**src/rtl/conv3x3_engine.sv**
```systemverilog
// 3x3 convolution engine: walks an IMG_W x IMG_W image pixel by pixel, runs up to two
// kernels in parallel on each 3x3 neighbourhood and writes rounded, saturated results.
module conv3x3_engine #(
  parameter int IMG_W = 64,
  parameter int DW    = 20,
  parameter int FRAC  = 16,
  parameter int NK    = 2,
  localparam int LW   = $clog2(IMG_W),
  localparam int AW   = 2 * LW
) (
  input  logic          clk,
  input  logic          reset,
  input  logic          ready,
  output logic          busy,
  output logic [AW-1:0] iaddr,
  input  logic [DW-1:0] idata,
  input  logic          wld,
  input  logic          wk,
  input  logic [3:0]    widx,
  input  logic [DW-1:0] wdata,
  input  logic          relu_en,
  output logic          cwr,
  output logic [AW-1:0] caddr_wr,
  output logic [DW-1:0] cdata_wr,
  output logic [2:0]    csel,
  output logic          done,
  output logic [2:0]    dbg_state_o
);

  localparam int ACCW = 2 * DW + 4;
  localparam logic signed [ACCW-1:0] HALF = ACCW'(1) <<< (FRAC - 1);
  localparam logic signed [ACCW-1:0] MAXV = {{(ACCW-DW+1){1'b0}}, {(DW-1){1'b1}}};
  localparam logic signed [ACCW-1:0] MINV = {{(ACCW-DW+1){1'b1}}, {(DW-1){1'b0}}};
  localparam logic [DW-1:0] DMAX = {1'b0, {(DW-1){1'b1}}};
  localparam logic [DW-1:0] DMIN = {1'b1, {(DW-1){1'b0}}};
  localparam logic [LW-1:0] XMAX = LW'(IMG_W - 1);

  typedef enum logic [2:0] {S_IDLE, S_FETCH, S_CALC, S_WRITE, S_DONE} state_t;

  state_t                 state_q;
  logic [LW-1:0]          x_q, y_q, nx_d, ny_d;
  logic [3:0]             tap_q, ptap_q;
  logic                   inb_q, pv_q, relu_q, wcnt_q, last_wr_d;
  logic [DW-1:0]          w_q   [NK][10];
  logic signed [ACCW-1:0] acc_q [NK];
  logic signed [ACCW-1:0] acc_d [NK];
  logic signed [ACCW-1:0] bias_d[NK];
  logic [DW-1:0]          res_q [NK];
  logic [DW-1:0]          res_d [NK];

  assign dbg_state_o = state_q;

  // Tap t of pixel (px,py) sits at (px + t%3 - 1, py + t/3 - 1).
  function automatic logic tap_in(input logic [LW-1:0] px, input logic [LW-1:0] py,
                                  input logic [3:0] t);
    int tx, ty;
    tx = int'(px) + int'(t) % 3 - 1;
    ty = int'(py) + int'(t) / 3 - 1;
    return (tx >= 0) && (tx < IMG_W) && (ty >= 0) && (ty < IMG_W);
  endfunction

  function automatic logic [AW-1:0] tap_addr(input logic [LW-1:0] px, input logic [LW-1:0] py,
                                             input logic [3:0] t);
    int tx, ty;
    tx = int'(px) + int'(t) % 3 - 1;
    ty = int'(py) + int'(t) / 3 - 1;
    return {ty[LW-1:0], tx[LW-1:0]};
  endfunction

  always_comb begin
    nx_d      = x_q + 1'b1;
    ny_d      = y_q;
    last_wr_d = (int'(wcnt_q) == NK - 1);
    if (x_q == XMAX) begin
      nx_d = '0;
      ny_d = y_q + 1'b1;
    end
  end

  // The pixel read issued last cycle (pv_q/ptap_q) is folded into the accumulator now.
  always_comb begin
    logic signed [2*DW-1:0] prod;
    logic signed [ACCW-1:0] addend, sum, shf;
    prod   = '0;
    addend = '0;
    sum    = '0;
    shf    = '0;
    for (int k = 0; k < NK; k++) begin
      prod      = $signed(idata) * $signed(w_q[k][ptap_q]);
      addend    = '0;
      if (pv_q) addend = ACCW'(prod);
      acc_d[k]  = acc_q[k] + addend;
      bias_d[k] = ACCW'($signed(w_q[k][9])) <<< FRAC;
      sum       = acc_d[k] + HALF;
      shf       = sum >>> FRAC;
      if (shf > MAXV)      res_d[k] = DMAX;
      else if (shf < MINV) res_d[k] = DMIN;
      else                 res_d[k] = shf[DW-1:0];
      if (relu_q && res_d[k][DW-1]) res_d[k] = '0;
    end
  end

  always_ff @(posedge clk) begin
    if (reset) begin
      state_q  <= S_IDLE;
      x_q      <= '0;
      y_q      <= '0;
      tap_q    <= '0;
      ptap_q   <= '0;
      inb_q    <= 1'b0;
      pv_q     <= 1'b0;
      relu_q   <= 1'b0;
      wcnt_q   <= 1'b0;
      busy     <= 1'b0;
      done     <= 1'b0;
      cwr      <= 1'b0;
      csel     <= '0;
      iaddr    <= '0;
      caddr_wr <= '0;
      cdata_wr <= '0;
      for (int k = 0; k < NK; k++) begin
        acc_q[k] <= '0;
        res_q[k] <= '0;
        for (int i = 0; i < 10; i++) w_q[k][i] <= '0;
      end
    end else begin
      cwr  <= 1'b0;
      csel <= '0;
      done <= 1'b0;
      pv_q <= 1'b0;
      case (state_q)
        S_IDLE: begin
          if (wld) begin
            if (int'(wk) < NK && widx <= 4'd9) w_q[wk][widx] <= wdata;
          end else if (ready) begin
            state_q <= S_FETCH;
            busy    <= 1'b1;
            relu_q  <= relu_en;
            x_q     <= '0;
            y_q     <= '0;
            tap_q   <= '0;
            inb_q   <= tap_in('0, '0, 4'd0);
            if (tap_in('0, '0, 4'd0)) iaddr <= tap_addr('0, '0, 4'd0);
            for (int k = 0; k < NK; k++) acc_q[k] <= bias_d[k];
          end
        end
        S_FETCH: begin
          pv_q   <= inb_q;
          ptap_q <= tap_q;
          for (int k = 0; k < NK; k++) acc_q[k] <= acc_d[k];
          if (tap_q == 4'd8) begin
            state_q <= S_CALC;
          end else begin
            tap_q <= tap_q + 4'd1;
            inb_q <= tap_in(x_q, y_q, tap_q + 4'd1);
            if (tap_in(x_q, y_q, tap_q + 4'd1)) iaddr <= tap_addr(x_q, y_q, tap_q + 4'd1);
          end
        end
        S_CALC: begin
          for (int k = 0; k < NK; k++) begin
            acc_q[k] <= acc_d[k];
            res_q[k] <= res_d[k];
          end
          state_q  <= S_WRITE;
          wcnt_q   <= 1'b0;
          cwr      <= 1'b1;
          csel     <= 3'b001;
          caddr_wr <= {y_q, x_q};
          cdata_wr <= res_d[0];
        end
        S_WRITE: begin
          if (!last_wr_d) begin
            wcnt_q   <= 1'b1;
            cwr      <= 1'b1;
            csel     <= 3'b010;
            cdata_wr <= res_q[NK-1];
          end else if (x_q == XMAX && y_q == XMAX) begin
            state_q <= S_DONE;
            done    <= 1'b1;
            busy    <= 1'b0;
          end else begin
            state_q <= S_FETCH;
            x_q     <= nx_d;
            y_q     <= ny_d;
            tap_q   <= '0;
            inb_q   <= tap_in(nx_d, ny_d, 4'd0);
            if (tap_in(nx_d, ny_d, 4'd0)) iaddr <= tap_addr(nx_d, ny_d, 4'd0);
            for (int k = 0; k < NK; k++) acc_q[k] <= bias_d[k];
          end
        end
        S_DONE:  state_q <= S_IDLE;
        default: state_q <= S_IDLE;
      endcase
    end
  end

endmodule

```
**config.mk**
```make
export PLATFORM = sky130hd
export DESIGN_NAME = conv3x3_engine
export DESIGN_NICKNAME = d
export VERILOG_FILES = /design/src/rtl/conv3x3_engine.sv
export SDC_FILE = /design/constraint.sdc
export NUM_CORES = 2
export LEC_CHECK = 0
export ABC_AREA = 1
export CAP_MARGIN = 15
export CORE_ASPECT_RATIO = 2
export CORE_MARGIN = 2
export CORE_UTILIZATION = 45
export CTS_CLUSTER_DIAMETER = 40
export CTS_CLUSTER_SIZE = 24
export DETAILED_ROUTE_END_ITERATION = 12
export SKIP_LAST_GASP = 1
export SLEW_MARGIN = 30
export SYNTH_ARGS = -nofsm -noshare
export SYNTH_HDL_FRONTEND = slang
export SYNTH_SLANG_ARGS = --single-unit
```
**constraint.sdc**
```tcl
create_clock -name clk -period 16.75 [get_ports clk]
set_input_delay 3.35 -clock clk [delete_from_list [all_inputs] [get_ports clk]]
set_output_delay 3.35 -clock clk [all_outputs]
set_load 0.05 [all_outputs]
```
### Yosys cells after proc, flatten, opt, wreduce, memory -nomap -nowiden

Memory sizes are Yosys's and may differ from the RTL's.
Cells that the tools add are included.

| word-level totals | value |
|---|---|
| register bits | 77 |
| input port bits | 50 |
| memories | 3 |
| bits in writable memories | 528 |

Memories:

| memory | words | width | read ports | clocked after Yosys merged registers in | write ports | RTL line | RTL |
|---|---|---|---|---|---|---|---|
| w_q | 2 | 200 | 2 | 0 | 2 | 44 | `logic [DW-1:0] w_q [NK][10];` |
| acc_q | 2 | 44 | 2 | 0 | 2 | 45 | `logic signed [ACCW-1:0] acc_q [NK];` |
| res_q | 2 | 20 | 1 | 0 | 2 | 48 | `logic [DW-1:0] res_q [NK];` |

| cells by class | value |
|---|---|
| mux-type cells | 99 |
| reductions and logical operators | 25 |
| div/mod/pow operators | 2 |
| $add $sub $neg | 13 |
| magnitude comparators | 16 |
| equality and inequality tests | 16 |
| bitwise logic cells | 16 |
| multiply operators | 2 |

Operators by type and width:

| cell | number |
|---|---|
| 200-bit 2-to-1 mux | 3 |
| 44-bit 2-to-1 mux | 10 |
| 20-bit 2-to-1 mux | 14 |
| 200-bit OR reduction | 1 |
| 20-bit binary-select mux with 4-bit select | 2 |
| 32-bit by 1-bit greater-or-equal comparator with 1-bit output, second input constant | 4 |
| 32-bit by 8-bit less-than comparator with 1-bit output, second input constant | 4 |
| 44-bit by 17-bit adder with 44-bit output, second input constant | 2 |
| 44-bit adder | 2 |
| 20-bit demux with 4-bit select | 1 |
| 20-bit by 20-bit multiplier with 40-bit output | 2 |
| 7-bit by 32-bit adder with 32-bit output | 2 |
| 32-bit by 2-bit subtractor with 32-bit output, second input constant | 2 |
| 12-bit 2-to-1 mux | 5 |
| 28-bit by 20-bit greater-than comparator with 1-bit output, second input constant | 2 |
| 28-bit by 20-bit less-than comparator with 1-bit output, second input constant | 2 |
| 6-bit 2-to-1 mux | 8 |
| 20-bit one-hot mux with 2 select lines | 1 |
| 1-bit 2-to-1 mux | 34 |
| 5-bit by 3-bit divider with 32-bit output, second input constant | 1 |
| 5-bit by 3-bit modulo with 32-bit output, second input constant | 1 |
| 12-bit one-hot mux with 2 select lines | 1 |
| 6-bit one-hot mux with 2 select lines | 2 |
| 4-bit 2-to-1 mux | 5 |
| other kinds (32) | 78 |

### Longest topological paths before layout

| depth | value |
|---|---|
| depth in word-level cells | 14 |
| depth in mapped cells | 68 |

### Least setup slack after synthesis

Ideal clock, no wire load.

| timing path | value |
|---|---|
| path kind | input -> register |
| start point | in idata[19] |
| end point | mem res_q[1][10], data pin |
| library setup time | 0.259 ns |
| cell stages on the path | 47 |
| path buffers | 3 |
| arrival | 12.196 ns |
| path slack | 4.295 ns |
| cells stage by stage | clkbuf_1 > inv_1 > clkbuf_1 > nor2_1 > fa_1 > inv_1 > fa_1 > inv_1 > fa_1 > inv_1 > fa_1 > inv_1 > fa_1 > fa_1 > inv_1 > fa_1 > inv_1 > ha_1 > (+11 left out) > ha_1 > nand2_1 > nor2_1 > inv_1 > nor2_1 > and2_1 > nand4_1 > nand3_1 > nand2_1 > nand2_1 > nand2_1 > nor4_1 > nand3_1 > nand2_1 > nand2_2 > o21ai_4 > buf_2 > a21oi_1 |

RTL lines:

| item | RTL line | RTL |
|---|---|---|
| start: declaration | 16 | `input logic [DW-1:0] idata,` |
| end: declaration | 48 |  |

==> results.toml <==
[outcome]
status = "complete, no violations"

[drt]
wl_microns = 223000
drt.antenna.violating_nets = 0
viasPerCell = 5.38
drtIter0Drc = 4279
vias = 54800
first_pass_iters = 6
wl_per_cell_microns = 22.0
post-route-drc-count = 0

[worst_setup_path]
cpPeakStageDelay_ns = 0.75
cp-endpoint = "res_q[1][9]"
cp_num_cells = 48
path_delay_family = "adder cells"
arrival_ns = 14.93
r2r_slack_ns = 2.65
ff2ff_path_depth = 53
cp-startpoint = "idata[5]"
path_buf_inv = 10
required_ns = 17.12
reg2reg_from = "ptap_q[0]"
path_max_fanout = 19
reg2reg_to = "res_q[1][9]"
cpMaxStageDelayCell = "inv_1"
crit_type = "primary input to flop"
worstSetupEndpointType = "flop"
crit_path_start_kind = "primary input"

[synthesis]
synth_seq_area_share = 0.254
synth_flop_cell = "edfxtp_1"
yosys_warnings = 0
netlist_area_sq_um = 66100
syn_avg_cell_area_sq_um = 8.03
synthCells = 8235
synth_nets = 9491
synthArstFlopShare = 0
synth_cell_types = 61
ys_ff_latch = 584
synth_edf_count = 508

[place]
pre_cts_ws_ns = 1.69
hpwl_microns = 176000
gp_congestion = 0.975
place_inst = 10100
io_buffers = 101

[global_route]
grt_max_degree = 83
gr-total-overflow = 0
grt_pass1_vias = 56100
antenna_found_initial = 1
grt_usage = 0.303
grt_first_pass_wirelength_microns = 341000

[sta]
fin_tns_setup_ns = 0
relSlewSlack = 0.344
finalMaxSlewViolations = 0
finClkSkew_ns = 0.0514
hold_violations = 0
fin_ws_ns = 2.20
fmax_ghz = 0.0687
rsz0062_at_grt = "false"
min_period_ns = 14.55
period_share = 0.869
tightest_slew_ns = 0.983
setup_viol = 0

[cells_and_area]
fin_nets = 9471
layout.cells.non_filler = 10200
drive_gt1_frac = 0.0370
area.growth.synth_to_final_pct = 8.27

[clocking]
cts_tree = "done"
post_cts_buffers = 0
htree_num_levels = 3
cts-resized-gates = 0
clkLatencyLatePin_ns = 0.67
postCtsHoldBufs = 0
cts_made_buffers = 67
path_clk_slew_ns = 0.05
root_buffer = "clkbuf_16"
clock_path_buffers = 3
clkSinkCount = 584

[run]
drv_cap = 0

[floorplan]
die_w_microns = 275
die_area_sq_um = 150000
die_height_microns = 546
initial_core_util = 0.452
io_pins = 103
row_count = 199
core-area_sq_um = 146000

[worst_hold_path]
hold_depth = 2
hp-start = "x_q[3]"
worstHoldPathType = "flop to flop"
## final cells by class
type	instances	area, sq um
clock inverter	50	603
inverter	1736	6520
clock buffer	72	1730
sequential	584	16800
fill	14500	74800
antenna	4	10.0
multi-input combinational	5617	41700
timing repair buffer	209	1820
tap	1909	2390
## cells by family after synthesis
logic type / after synthesis / share of synthesized area
buf+inv: 2034 / 0.116
flops: 584 / 0.254
xor+xnor: 132 / 0.0176
simple gates: 3253 / 0.196
other cells: 1 / 0.0000567
mux: 66 / 0.00999
fa+ha+maj: 1206 / 0.324
compound gates: 959 / 0.0823
## synthesized netlist by cell type (5+ instances only)
| library cell | n | area, sq um |
|---|---|---|
| ha_1 | 362 | 4530 |
| dfxtp_1 | 76 | 1520 |
| nand4_1 | 88 | 551 |
| fa_1 | 844 | 16900 |
| nand2_2 | 7 | 43.8 |
| a21o_1 | 10 | 75.1 |
| clkbuf_1 | 269 | 1010 |
| a21oi_1 | 364 | 1820 |
| mux2i_1 | 66 | 661 |
| nor3_1 | 58 | 290 |
| o221ai_1 | 67 | 587 |
| buf_1 | 20 | 75.1 |
| nand3_1 | 228 | 1140 |
| xnor2_1 | 56 | 490 |
| o21ai_0 | 374 | 1870 |
| nand3b_1 | 11 | 82.6 |
| o22ai_1 | 32 | 200 |
| nor3b_1 | 5 | 37.5 |
| nor2_1 | 1295 | 4860 |
| clkinv_1 | 18 | 67.6 |
| o32ai_1 | 15 | 131 |
| nor4_1 | 6 | 37.5 |
| a211oi_1 | 5 | 37.5 |
| xor2_1 | 75 | 657 |
| o21bai_1 | 12 | 90.1 |
| edfxtp_1 | 508 | 15300 |
| nand2_1 | 1529 | 5740 |
| o211ai_1 | 25 | 188 |
| nor2_2 | 15 | 93.8 |
| a31oi_1 | 14 | 87.6 |
| o21a_1 | 8 | 60.1 |
| inv_2 | 7 | 26.3 |
| inv_1 | 1711 | 6420 |
## per-stage QoR
step	utilization	hold WS [ns]	cell area [sq um]
3_3_place_gp	0.473	0.455	69200
6_report	0.489	0.464	71600
3_5_place_dp	0.473	0.457	69200
2_1_floorplan	-	0.425	66100
5_1_grt	0.489	0.482	71600
4_1_cts	0.489	0.466	71600
## layer usage
metal  track usage  share of wire  vias up
met4         0.172          0.068        0
met5             0              0        -
li1              -              -    25500
met3        0.0377          0.059      499
met2         0.514           0.48     1921
met1         0.371           0.39    26900
## worst register-to-register path: cells and delay by family (launching register included)
kind / cells / cell delay, ns
adders and majority gates: 9 / 4.45
and+or+nand+nor: 21 / 3.06
buffers and inverters: 11 / 3.03
AOI/OAI and AO/OA: 12 / 2.79
DFF: 1 / 0.49
## flip-flops by register name, indices dropped and copies added, names as in the netlist
register,flops
tap_q,4
last_wr_d,1
cwr,1
iaddr,12
csel,2
pv_q,1
inb_q,1
w_q,400
ptap_q,4
busy,1
dbg_state_o,3
res_q,20
y_q,6
x_q,6
cdata_wr,20
acc_q,88
relu_q,1
caddr_wr,12
done,1
## how the worst min path moves through the flow
stage          slack (ns)     end
6_report             0.46  x_q[3]
5_1_grt              0.48  x_q[3]
4_1_cts              0.47  x_q[3]
3_5_place_dp         0.46  x_q[3]
3_3_place_gp         0.46  x_q[3]
2_1_floorplan        0.42    pv_q
## layout by cell type (no fill, tap or decap), types with 32 or more instances in the layout
cell type | Yosys | routed
dfxtp_1 | 76 | 72
a21oi_1 | 364 | 363
nand2_1 | 1529 | 1519
mux2i_1 | 66 | 66
nor3_1 | 58 | 57
edfxtp_1 | 508 | 508
clkbuf_16 | 0 | 68
nand3_1 | 228 | 227
ha_1 | 362 | 362
o21ai_0 | 374 | 373
buf_4 | 3 | 108
nand4_1 | 88 | 88
nor2_1 | 1295 | 1293
o221ai_1 | 67 | 67
o22ai_1 | 32 | 32
xnor2_1 | 56 | 56
clkdlybuf4s50_1 | 0 | 101
fa_1 | 844 | 844
inv_1 | 1711 | 1699
xor2_1 | 75 | 75
Power is not shown: default switching activity piles up to over one toggle a cycle in this logic, so the estimate is an artifact.
